[src/rtl/gnn_mac_scheduler.sv]
// gnn_mac_scheduler: two-layer GNN forward pass on one shared unsigned MAC.
// Layer 1 fills an internal hidden buffer; layer 2 streams results over valid/ready.
// Optional build macro GNN_PERF_CNT_EN adds perf_cycles / perf_stalls counters.
module gnn_mac_scheduler #(
  parameter int unsigned NODES    = 4,
  parameter int unsigned IN_FEAT  = 4,
  parameter int unsigned HID      = 4,
  parameter int unsigned OUT_FEAT = 2,
  parameter int unsigned DW       = 5,
  parameter int unsigned HW       = 12,
  parameter int unsigned AW       = 20,
  localparam int unsigned NW = (NODES > 1) ? $clog2(NODES) : 1,
  localparam int unsigned IW = (IN_FEAT > 1) ? $clog2(IN_FEAT) : 1,
  localparam int unsigned JW = (HID > 1) ? $clog2(HID) : 1,
  localparam int unsigned KW = (OUT_FEAT > 1) ? $clog2(OUT_FEAT) : 1,
  localparam int unsigned RW = ((IN_FEAT > HID ? IN_FEAT : HID) > 1) ? $clog2(IN_FEAT > HID ? IN_FEAT : HID) : 1,
  localparam int unsigned CW = ((HID > OUT_FEAT ? HID : OUT_FEAT) > 1) ? $clog2(HID > OUT_FEAT ? HID : OUT_FEAT) : 1
) (
  input  logic          clk,
  input  logic          rst_n,
  input  logic          start,
  output logic          busy,
  output logic          done,
  output logic [NW-1:0] x_node,
  output logic [IW-1:0] x_feat,
  output logic          w_layer,
  output logic [RW-1:0] w_row,
  output logic [CW-1:0] w_col,
  input  logic [DW-1:0] x_data,
  input  logic [DW-1:0] w_data,
  output logic          res_valid,
  input  logic          res_ready,
  output logic [AW-1:0] res_data,
  output logic [NW-1:0] res_node,
  output logic [KW-1:0] res_idx
`ifdef GNN_PERF_CNT_EN
  ,
  output logic [15:0]   perf_cycles,
  output logic [15:0]   perf_stalls
`endif
);

  localparam logic [NW-1:0] N_LAST = NW'(NODES - 1);
  localparam logic [IW-1:0] I_LAST = IW'(IN_FEAT - 1);
  localparam logic [JW-1:0] J_LAST = JW'(HID - 1);
  localparam logic [KW-1:0] K_LAST = KW'(OUT_FEAT - 1);

  typedef enum logic [2:0] {S_IDLE, S_L1, S_L2, S_OUT_WAIT, S_DONE} state_t;

  state_t        state, state_d;
  logic [NW-1:0] n, n_d;
  logic [IW-1:0] i, i_d;
  logic [JW-1:0] j, j_d;
  logic [KW-1:0] k, k_d;
  logic [AW-1:0] acc, acc_d;
  logic [AW-1:0] op_a, mac_term, mac_sum;
  logic          mac_first;
  logic          busy_d, done_d, w_layer_d, res_valid_d;
  logic [AW-1:0] res_data_d;
  logic [NW-1:0] res_node_d, x_node_d;
  logic [KW-1:0] res_idx_d;
  logic [IW-1:0] x_feat_d;
  logic [RW-1:0] w_row_d;
  logic [CW-1:0] w_col_d;

  logic [HW-1:0] hbuf [NODES][HID];

  // Shared MAC: operand source depends on layer; first term of each dot product restarts the sum
  always_comb begin
    op_a      = (state == S_L2) ? AW'(hbuf[n][j]) : AW'(x_data);
    mac_term  = op_a * AW'(w_data);
    mac_first = (state == S_L2) ? (j == '0) : (i == '0);
    mac_sum   = mac_first ? mac_term : (acc + mac_term);
  end

  // Next-state, counter and output computation
  always_comb begin
    state_d     = state;
    n_d         = n;
    i_d         = i;
    j_d         = j;
    k_d         = k;
    acc_d       = acc;
    busy_d      = busy;
    done_d      = 1'b0;
    w_layer_d   = w_layer;
    res_valid_d = res_valid;
    res_data_d  = res_data;
    res_node_d  = res_node;
    res_idx_d   = res_idx;
    unique case (state)
      S_IDLE: begin
        if (start) begin
          state_d   = S_L1;
          n_d       = '0;
          i_d       = '0;
          j_d       = '0;
          k_d       = '0;
          acc_d     = '0;
          busy_d    = 1'b1;
          w_layer_d = 1'b0;
        end
      end
      S_L1: begin
        acc_d = mac_sum;
        if (i == I_LAST) begin
          i_d = '0;
          if (j == J_LAST) begin
            j_d = '0;
            if (n == N_LAST) begin
              n_d       = '0;
              k_d       = '0;
              state_d   = S_L2;
              w_layer_d = 1'b1;
            end else begin
              n_d = n + NW'(1);
            end
          end else begin
            j_d = j + JW'(1);
          end
        end else begin
          i_d = i + IW'(1);
        end
      end
      S_L2: begin
        acc_d = mac_sum;
        if (j == J_LAST) begin
          res_data_d  = mac_sum;
          res_node_d  = n;
          res_idx_d   = k;
          res_valid_d = 1'b1;
          state_d     = S_OUT_WAIT;
        end else begin
          j_d = j + JW'(1);
        end
      end
      S_OUT_WAIT: begin
        if (res_ready) begin
          res_valid_d = 1'b0;
          j_d         = '0;
          if ((n == N_LAST) && (k == K_LAST)) begin
            state_d   = S_DONE;
            done_d    = 1'b1;
            w_layer_d = 1'b0;
          end else begin
            state_d = S_L2;
            if (k == K_LAST) begin
              k_d = '0;
              n_d = n + NW'(1);
            end else begin
              k_d = k + KW'(1);
            end
          end
        end
      end
      S_DONE: begin
        state_d = S_IDLE;
        busy_d  = 1'b0;
        n_d     = '0;
        i_d     = '0;
        j_d     = '0;
        k_d     = '0;
        acc_d   = '0;
      end
      default: state_d = S_IDLE;
    endcase
    // Operand selects follow the counters of the state being entered
    x_node_d = (state_d == S_L1) ? n_d : '0;
    x_feat_d = (state_d == S_L1) ? i_d : '0;
    if (state_d == S_L1) begin
      w_row_d = RW'(i_d);
      w_col_d = CW'(j_d);
    end else if ((state_d == S_L2) || (state_d == S_OUT_WAIT)) begin
      w_row_d = RW'(j_d);
      w_col_d = CW'(k_d);
    end else begin
      w_row_d = '0;
      w_col_d = '0;
    end
  end

  // State, counters and registered outputs
  always_ff @(posedge clk or negedge rst_n) begin
    if (!rst_n) begin
      state     <= S_IDLE;
      n         <= '0;
      i         <= '0;
      j         <= '0;
      k         <= '0;
      acc       <= '0;
      busy      <= 1'b0;
      done      <= 1'b0;
      w_layer   <= 1'b0;
      x_node    <= '0;
      x_feat    <= '0;
      w_row     <= '0;
      w_col     <= '0;
      res_valid <= 1'b0;
      res_data  <= '0;
      res_node  <= '0;
      res_idx   <= '0;
    end else begin
      state     <= state_d;
      n         <= n_d;
      i         <= i_d;
      j         <= j_d;
      k         <= k_d;
      acc       <= acc_d;
      busy      <= busy_d;
      done      <= done_d;
      w_layer   <= w_layer_d;
      x_node    <= x_node_d;
      x_feat    <= x_feat_d;
      w_row     <= w_row_d;
      w_col     <= w_col_d;
      res_valid <= res_valid_d;
      res_data  <= res_data_d;
      res_node  <= res_node_d;
      res_idx   <= res_idx_d;
    end
  end

  // Hidden buffer write at the last term of each layer-1 dot product
  always_ff @(posedge clk) begin
    if ((state == S_L1) && (i == I_LAST)) begin
      hbuf[n][j] <= HW'(mac_sum);
    end
  end

`ifdef GNN_PERF_CNT_EN
  // Saturating busy-cycle and output-stall counters, cleared on accepted start
  always_ff @(posedge clk or negedge rst_n) begin
    if (!rst_n) begin
      perf_cycles <= '0;
      perf_stalls <= '0;
    end else if ((state == S_IDLE) && start) begin
      perf_cycles <= '0;
      perf_stalls <= '0;
    end else begin
      if (busy && (perf_cycles != 16'hFFFF)) begin
        perf_cycles <= perf_cycles + 16'd1;
      end
      if ((state == S_OUT_WAIT) && !res_ready && (perf_stalls != 16'hFFFF)) begin
        perf_stalls <= perf_stalls + 16'd1;
      end
    end
  end
`endif

endmodule

[config.mk]
export PLATFORM = sky130hd
export DESIGN_NAME = gnn_mac_scheduler
export DESIGN_NICKNAME = d
export VERILOG_FILES = /design/src/rtl/gnn_mac_scheduler.sv
export SDC_FILE = /design/constraint.sdc
export NUM_CORES = 1
export LEC_CHECK = 0
export CORE_ASPECT_RATIO = 1.5
export CORE_MARGIN = 5
export CORE_UTILIZATION = 66
export CTS_CLUSTER_SIZE = 24
export DETAILED_ROUTE_END_ITERATION = 6
export GPL_TIMING_DRIVEN = 0
export PLACE_DENSITY = 0.88
export SETUP_SLACK_MARGIN = 0.4
export SLEW_MARGIN = 5
export SYNTH_ARGS = -nofsm -noshare
export SYNTH_HDL_FRONTEND = slang
export SYNTH_SLANG_ARGS = --single-unit
[constraint.sdc]
create_clock -name clk -period 21.6 [get_ports clk]
set_input_delay 4.32 -clock clk [delete_from_list [all_inputs] [get_ports clk]]
set_output_delay 4.32 -clock clk [all_outputs]
set_load 0.01 [all_outputs]
==> summary.txt <==
ranking of synthesized cells by area = edfxtp_1 44%, dfrtp_1 12%, mux4_2 10%
Synth top area share = 0.437
Initial Util = 0.669
run status = completed
Post-Place Setup Slack = 10700 ps
final period utilization = 0.489
CTS tree = done
Horiz. Die Dim = 125 um
placed instance area = 0.0140 mm^2
Worst-path clk slew = 60 ps
TNS Setup = 0 ps
share of cells above drive strength 1 = 0.115
worst-path fanout max = 17
largest net degree at the start of global routing = 66
Synth Instances = 964
sequential share of the synthesized area = 0.561
Post-synth EDFFs = 192
R2R Setup Slk = 12830 ps
fin crit period = 10570 ps
antenna violations before repair = 0
vias per inst = 6.60
Synthesized Nets = 1062
Hold WC Path Type = reg -> reg
Tot GR Track Use = 0.298
CP most frequent cell = fa_1
Final WS setup = 11030 ps
unrepaired setup endpoints after global routing = false
number of diodes = 0
Final nets = 1138
synthesized flop and latch total = 257
drt wl/cell = 25.6 um
Max Clock Skew = 21.5 ps
warnings from Yosys = 0
H-tree levels = 1
Setup CP Type = in -> reg
syn_area_per_cell = 13.7 um^2
Pwr Density = 129 mW/mm^2
Max Fclk = 0.0946 GHz
Hold Vio Cnt, Final = 0
max cap viols = 0
Post-CTS Setup Inserts = 0
vias = 8691
final total power = 0.00191 W
area delta synth->final = 11.9%
TritonCTS buffer count = 24
number of global-route vias before repair = 8914
commonest non-fill, non-tap cells in the layout = 192 x edfxtp_1, 79 x nand2_1, 68 x inv_1
WL final = 33700 um
first-pass GRT wire length = 51600 um
Die Y-Extent = 183 um
TritonRoute pass-1 iters = 6
Worst-Margin Slew = 1210 ps
Finished Cell Area = 0.0148 mm^2
post-synth cell types = 67
clk buf depth = 3
element type at the critical path end = flop
leading cell type in the layout, fill and taps excluded = edfxtp_1
CP startpoint kind = input pin
cts hold-fix bufs = 0
slowest cell delay on critical path = 570 ps
Port Buf Inserts = 48
DIE AREA = 0.0230 mm^2
area leader, netlist = edfxtp_1
DRC Markers = 0
worst endpoint data arrival time = 10980 ps
Finish-stage setup viols = 0
io pins = 49
Post-synth ARST share = 0.253
Slew headroom = 0.191
HPWL after DPL = 22700 um
hold slack = 475 ps
top_reg_cell synth = edfxtp_1
Routed Antenna Nets = 0
Rows = 63
WP data required = 22010 ps
initial DRC count = 1024
mapped cell area = 0.0132 mm^2
max-slew violations = 0
Leak = 5.82 nW
gr ovfl total = 0
CTS Sinks = 257
GP Congestion = 0.951
Root Buffer = clkbuf_16
CP Cell Sequence = clkdlybuf4s50_1 -> mux2i_1 -> nand2b_1 -> fa_1 -> fa_1 -> fa_1 -> inv_1 -> ha_1 -> o21a_1 -> and2_1 -> o31ai_1 -> a21boi_0 -> ha_1 -> clkbuf_1 -> a41oi_1 -> nand2_1 -> or3_1 -> nand3_1 -> nand2_1 -> a22o_1
CTS resizes = 0
Crit-path slowest cell = mux2i_1
worst-skew pair later-pin latency = 540 ps
core area = 0.0197 mm^2
VDD IR max = 0.102 mV
cells in the mapped netlist, types with 4 or more instances:
master,count
o31ai_1,4
buf_2,5
and3_1,37
edfxtp_1,192
mux4_2,60
mux2i_1,13
fa_1,31
o21a_1,6
nand3_1,18
nand2b_1,11
a31oi_1,7
a21o_1,16
buf_1,4
and2_1,10
xnor2_1,14
o21ai_0,51
clkbuf_1,27
a21oi_1,32
ha_1,53
o31a_1,4
mux2_2,8
nor2b_1,26
a22oi_1,5
nor2_1,43
xor2_1,7
a211oi_1,6
nand2_1,79
inv_1,68
a22o_1,6
nor3_1,8
dfrtp_1,65
per-layer routing:
metal | up-vias | track usage | part of all wire
met3 | 133 | 0.0495 | 0.075
met1 | 4331 | 0.339 | 0.33
met5 | - | 0 | 0
met2 | 487 | 0.542 | 0.53
met4 | 0 | 0.152 | 0.063
li1 | 3740 | - | -
critical path: cells and delay by family:
kind | cells | cell delay [ps]
AOI/OAI and AO/OA | 5 | 1810
buffers and inverters | 3 | 680
adders and majority gates | 5 | 2200
and+or+nand+nor | 6 | 1400
muxes | 1 | 570
cell type report:
type,count,area (um^2)
Buffer,39,164
Timing Repair Buffer,50,493
Inverter,68,255
Fill cell,1182,4960
Clock buffer,31,648
Sequential cell,257,7390
Clock inverter,12,88.8
Tap cell,260,325
Multi-Input combinational cell,600,5380
flip-flops by register name (all words and copies together), names as in the netlist:
| name | flops |
|---|---|
| w_col | 2 |
| w_row | 2 |
| k | 1 |
| res_idx | 1 |
| w_layer | 1 |
| res_valid | 1 |
| x_node | 2 |
| busy | 1 |
| res_node | 2 |
| hbuf | 192 |
| acc | 20 |
| n | 2 |
| x_feat | 2 |
| j | 2 |
| res_data | 20 |
| i | 2 |
| done | 1 |
| state | 3 |
final timing paths:
path / cells after the start / from / end
setup reg to reg: 23 / n[1] / acc[11]
hold / removal: 2 / res_data[0] / res_data[0]
max in group asynchronous: 1 / rst_n / res_node[0]
hold reg to reg: 2 / res_data[0] / res_data[0]
setup / recovery: 20 / x_data[2] / acc[11]
min in group asynchronous: 1 / rst_n / acc[6]
through the flow:
stage	std cells	utilization
after floorplan	964	-
after global placement	1272	0.710
after detailed placement	1274	0.711
after CTS	1317	0.748
after global routing	1317	0.749
final	1317	0.749
power breakdown:
part | switching [W] | leakage, nW | total (W) | internal (W)
Sequential | 0.0000239 | 2.52 | 0.000756 | 0.000732
Combinational | 0.000491 | 2.95 | 0.000747 | 0.000256
Clock | 0.000180 | 0.354 | 0.000404 | 0.000224
logic make-up (layout without fill, tap and decap cells):
| logic type | Yosys count | after routing | share of synthesized area |
|---|---|---|---|
| muxes | 84 | 84 | 0.123 |
| AOI/OAI and AO/OA | 168 | 168 | 0.0829 |
| and+or+nand+nor | 243 | 243 | 0.0902 |
| xor gates and xnor gates | 21 | 21 | 0.0140 |
| DFF | 257 | 257 | 0.561 |
| adders and majority gates | 84 | 84 | 0.0974 |
| buffers and inverters | 107 | 200 | 0.0318 |
Power figures use the tool's default switching activity.
==> variant (same settings) <==
Re-encode `state_t` (5 states) as one-hot, 5 bits wide.
--- a/src/rtl/gnn_mac_scheduler.sv
+++ b/src/rtl/gnn_mac_scheduler.sv
@@ -47,3 +47,3 @@
 
-  typedef enum logic [2:0] {S_IDLE, S_L1, S_L2, S_OUT_WAIT, S_DONE} state_t;
+  typedef enum logic [4:0] {S_IDLE = 5'b00001, S_L1 = 5'b00010, S_L2 = 5'b00100, S_OUT_WAIT = 5'b01000, S_DONE = 5'b10000} state_t;
 
Formal check against the unedited RTL: same outputs for any inputs over 10 cycles, from zero or initial values and one cycle with rst_n low; not proved beyond that.
==> variant against the unedited design <==
Clock skew is 0.0063 ns lower. Routed wire length rose by 1.8%. Sequential cell count grew 2. Synthesized area increased by 2.2%. Highest routed layer unchanged. Largest cell class unchanged. Worst setup slack got worse by 0.21 ns. Cell area is 1.9% higher.
Power is not compared: it rests on default switching activity, and its combinational part moved more than twofold at a synthesized area within 25%.
==> variant: results (changes against the unedited design) <==
- The reg2reg setup slack came to 12.98 ns (+0.15 ns).
- Ranked by total cell area, the synthesized netlist is headed by edfxtp_1 43%, dfrtp_1 12%, mux4_2 10%, ha_1 4.9%, fa_1 4.6%.
- The net count after synthesis is 1104 (+4.0%).
- The global placement routability congestion is 0.9300 (-2.2%).
- In the synthesized netlist, the cells that appear most often are 192 x edfxtp_1, 79 x nand2_1, 74 x inv_1.
- The routed length per instance is 25.22 um (-1.5%).
- For hold timing, the worst endpoint is res_data[5].
- The source of the worst hold timing path is res_data[5].
- The peak fanout along the critical path is 16 (-1).
- The path depth of the worst reg2reg path was 24 (+4.3%).
- The sequential cell area fraction in the yosys report was 55.23% (-0.84 points).
- The met2 wire length is 18260 um (+2.3%).
- The count of routing violations after the opening detailed-route iteration is 894 (-13%).
- The routed via count is 8963 (+3.1%).
- The overall track demand over capacity in global routing is 29.97% (+0.16 points).
- The post-route clock skew is 0.01526 ns (-0.006251 ns).
- The first-pass GRT wire length is 52980 um (+2.7%).
- The total of cells resized after clock tree synthesis is 0 (unchanged).
- The detailed-routing iteration count for the pre-antenna-repair pass is 7 (+1).
- The number of global-route vias before repair is 9315 (+4.5%).
- The run finished with clean final reports.
- The half-perimeter wire length of the detailed placement result is 23070 um (+1.8%).
- The worst register-to-register path ends at hbuf[3][35].
- The wire length on met3 came to 2435 um (-3.1%).
- The clock latency reported for the late side of the worst-skew pair came to 0.51 ns (-0.03 ns).
- The share of flip-flops with an asynchronous set or reset after synthesis is 25.87% (+0.58 points).
- The worst-margin pin slew is 1.175 ns (-0.03793 ns).
- The distinct cell type count after synthesis was 66 (-1.5%).
- The net count of the finished layout is 1181 (+3.8%).
- The largest net degree at the start of global routing is 68 (+3.0%).
- The data arrival time of the worst path is 10.92 ns (-0.06 ns).
[variant: cell types whose count changed after synthesis, moves of 4 or more]
cell      change
a31oi_1       +6
mux2i_1      -10
a22o_1        +4
inv_1         +6
o221ai_1      +4
buf_2         +5
a21o_1        -5
a22oi_1       -4
or3_1         +5
and3_1       +10
nor3_1       +10
buf_6         +5
[variant: power groups by stage]
stage | sequential [uW] | combinational [uW] | clock, uW
3_5_place_dp | 628 | 274 | 0
3_3_place_gp | 629 | 255 | 0
4_1_cts | 618 | 277 | 408
2_1_floorplan | 627 | 180 | 0
6_report | 618 | 282 | 405
5_1_grt | 619 | 309 | 432
[variant: kinds of logic (layout without fill, tap and decap cells)]
family | Yosys count | count (layout) | share of synthesized area [%]
compound gates | 164 | 164 | 7.891
xor+xnor | 22 | 22 | 1.430
fa+ha+maj | 84 | 84 | 9.525
buf+inv | 119 | 211 | 3.695
flops | 259 | 259 | 55.23
mux | 75 | 75 | 11.49
simple gates | 283 | 283 | 10.74
[variant: worst max-delay path by stage]
stage          cells past startpoint           to  slack (ns)
2_1_floorplan                     22  hbuf[0][11]       12.29
3_3_place_gp                      21  hbuf[2][11]       10.47
3_5_place_dp                      21  hbuf[0][11]       10.35
4_1_cts                           21  hbuf[3][35]       10.86
5_1_grt                           22  hbuf[3][35]       10.39
6_report                          21  hbuf[3][35]       10.82
[variant: critical path, stage by stage]
cell             delay [ns]
clkdlybuf4s50_1        0.53
clkbuf_1               0.40
nor2b_1                0.23
fa_1                   0.46
fa_1                   0.54
inv_1                  0.05
fa_1                   0.53
inv_1                  0.04
ha_1                   0.36
nand2_1                0.07
o32ai_1                0.49
nor4_1                 0.09
nor3_1                 0.23
xor2_1                 0.28
ha_1                   0.36
and3_1                 0.19
a31oi_1                0.20
nand2_1                0.12
or3_1                  0.33
a31oi_1                0.65
inv_1                  0.43
[variant: final cells by class]
type	instances	area, um2
Clock buffer	33	659.4
Inverter	74	277.8
Sequential cell	259	7443
Timing Repair Buffer	51	500.5
Fill cell	1235	5223
Clock inverter	8	68.82
Tap cell	264	330.3
Buffer	45	220.2
Multi-Input combinational cell	628	5537
[variant: layer usage]
| layer | vias to the layer above | global-route usage [%] |
|---|---|---|
| li1 | 3894 | - |
| met1 | 4456 | 34.62 |
| met2 | 488 | 54.69 |
| met3 | 125 | 4.097 |
| met4 | 0 | 14.77 |
| met5 | - | 0 |
[variant: stage by stage]
stage               std cells  total power (uW)  hold slack, ns  setup WS, ns  instance area, um2
floorplan                1006             806.4          0.4563         12.29               13480
global placement         1318             884.8          0.4613         10.47               14290
detailed placement       1321             901.6          0.4620         10.35               14310
CTS                      1362              1303          0.4791         10.86               15040
global route             1362              1360          0.5206         10.39               15040
finish                   1362              1305          0.4774         10.82               15040
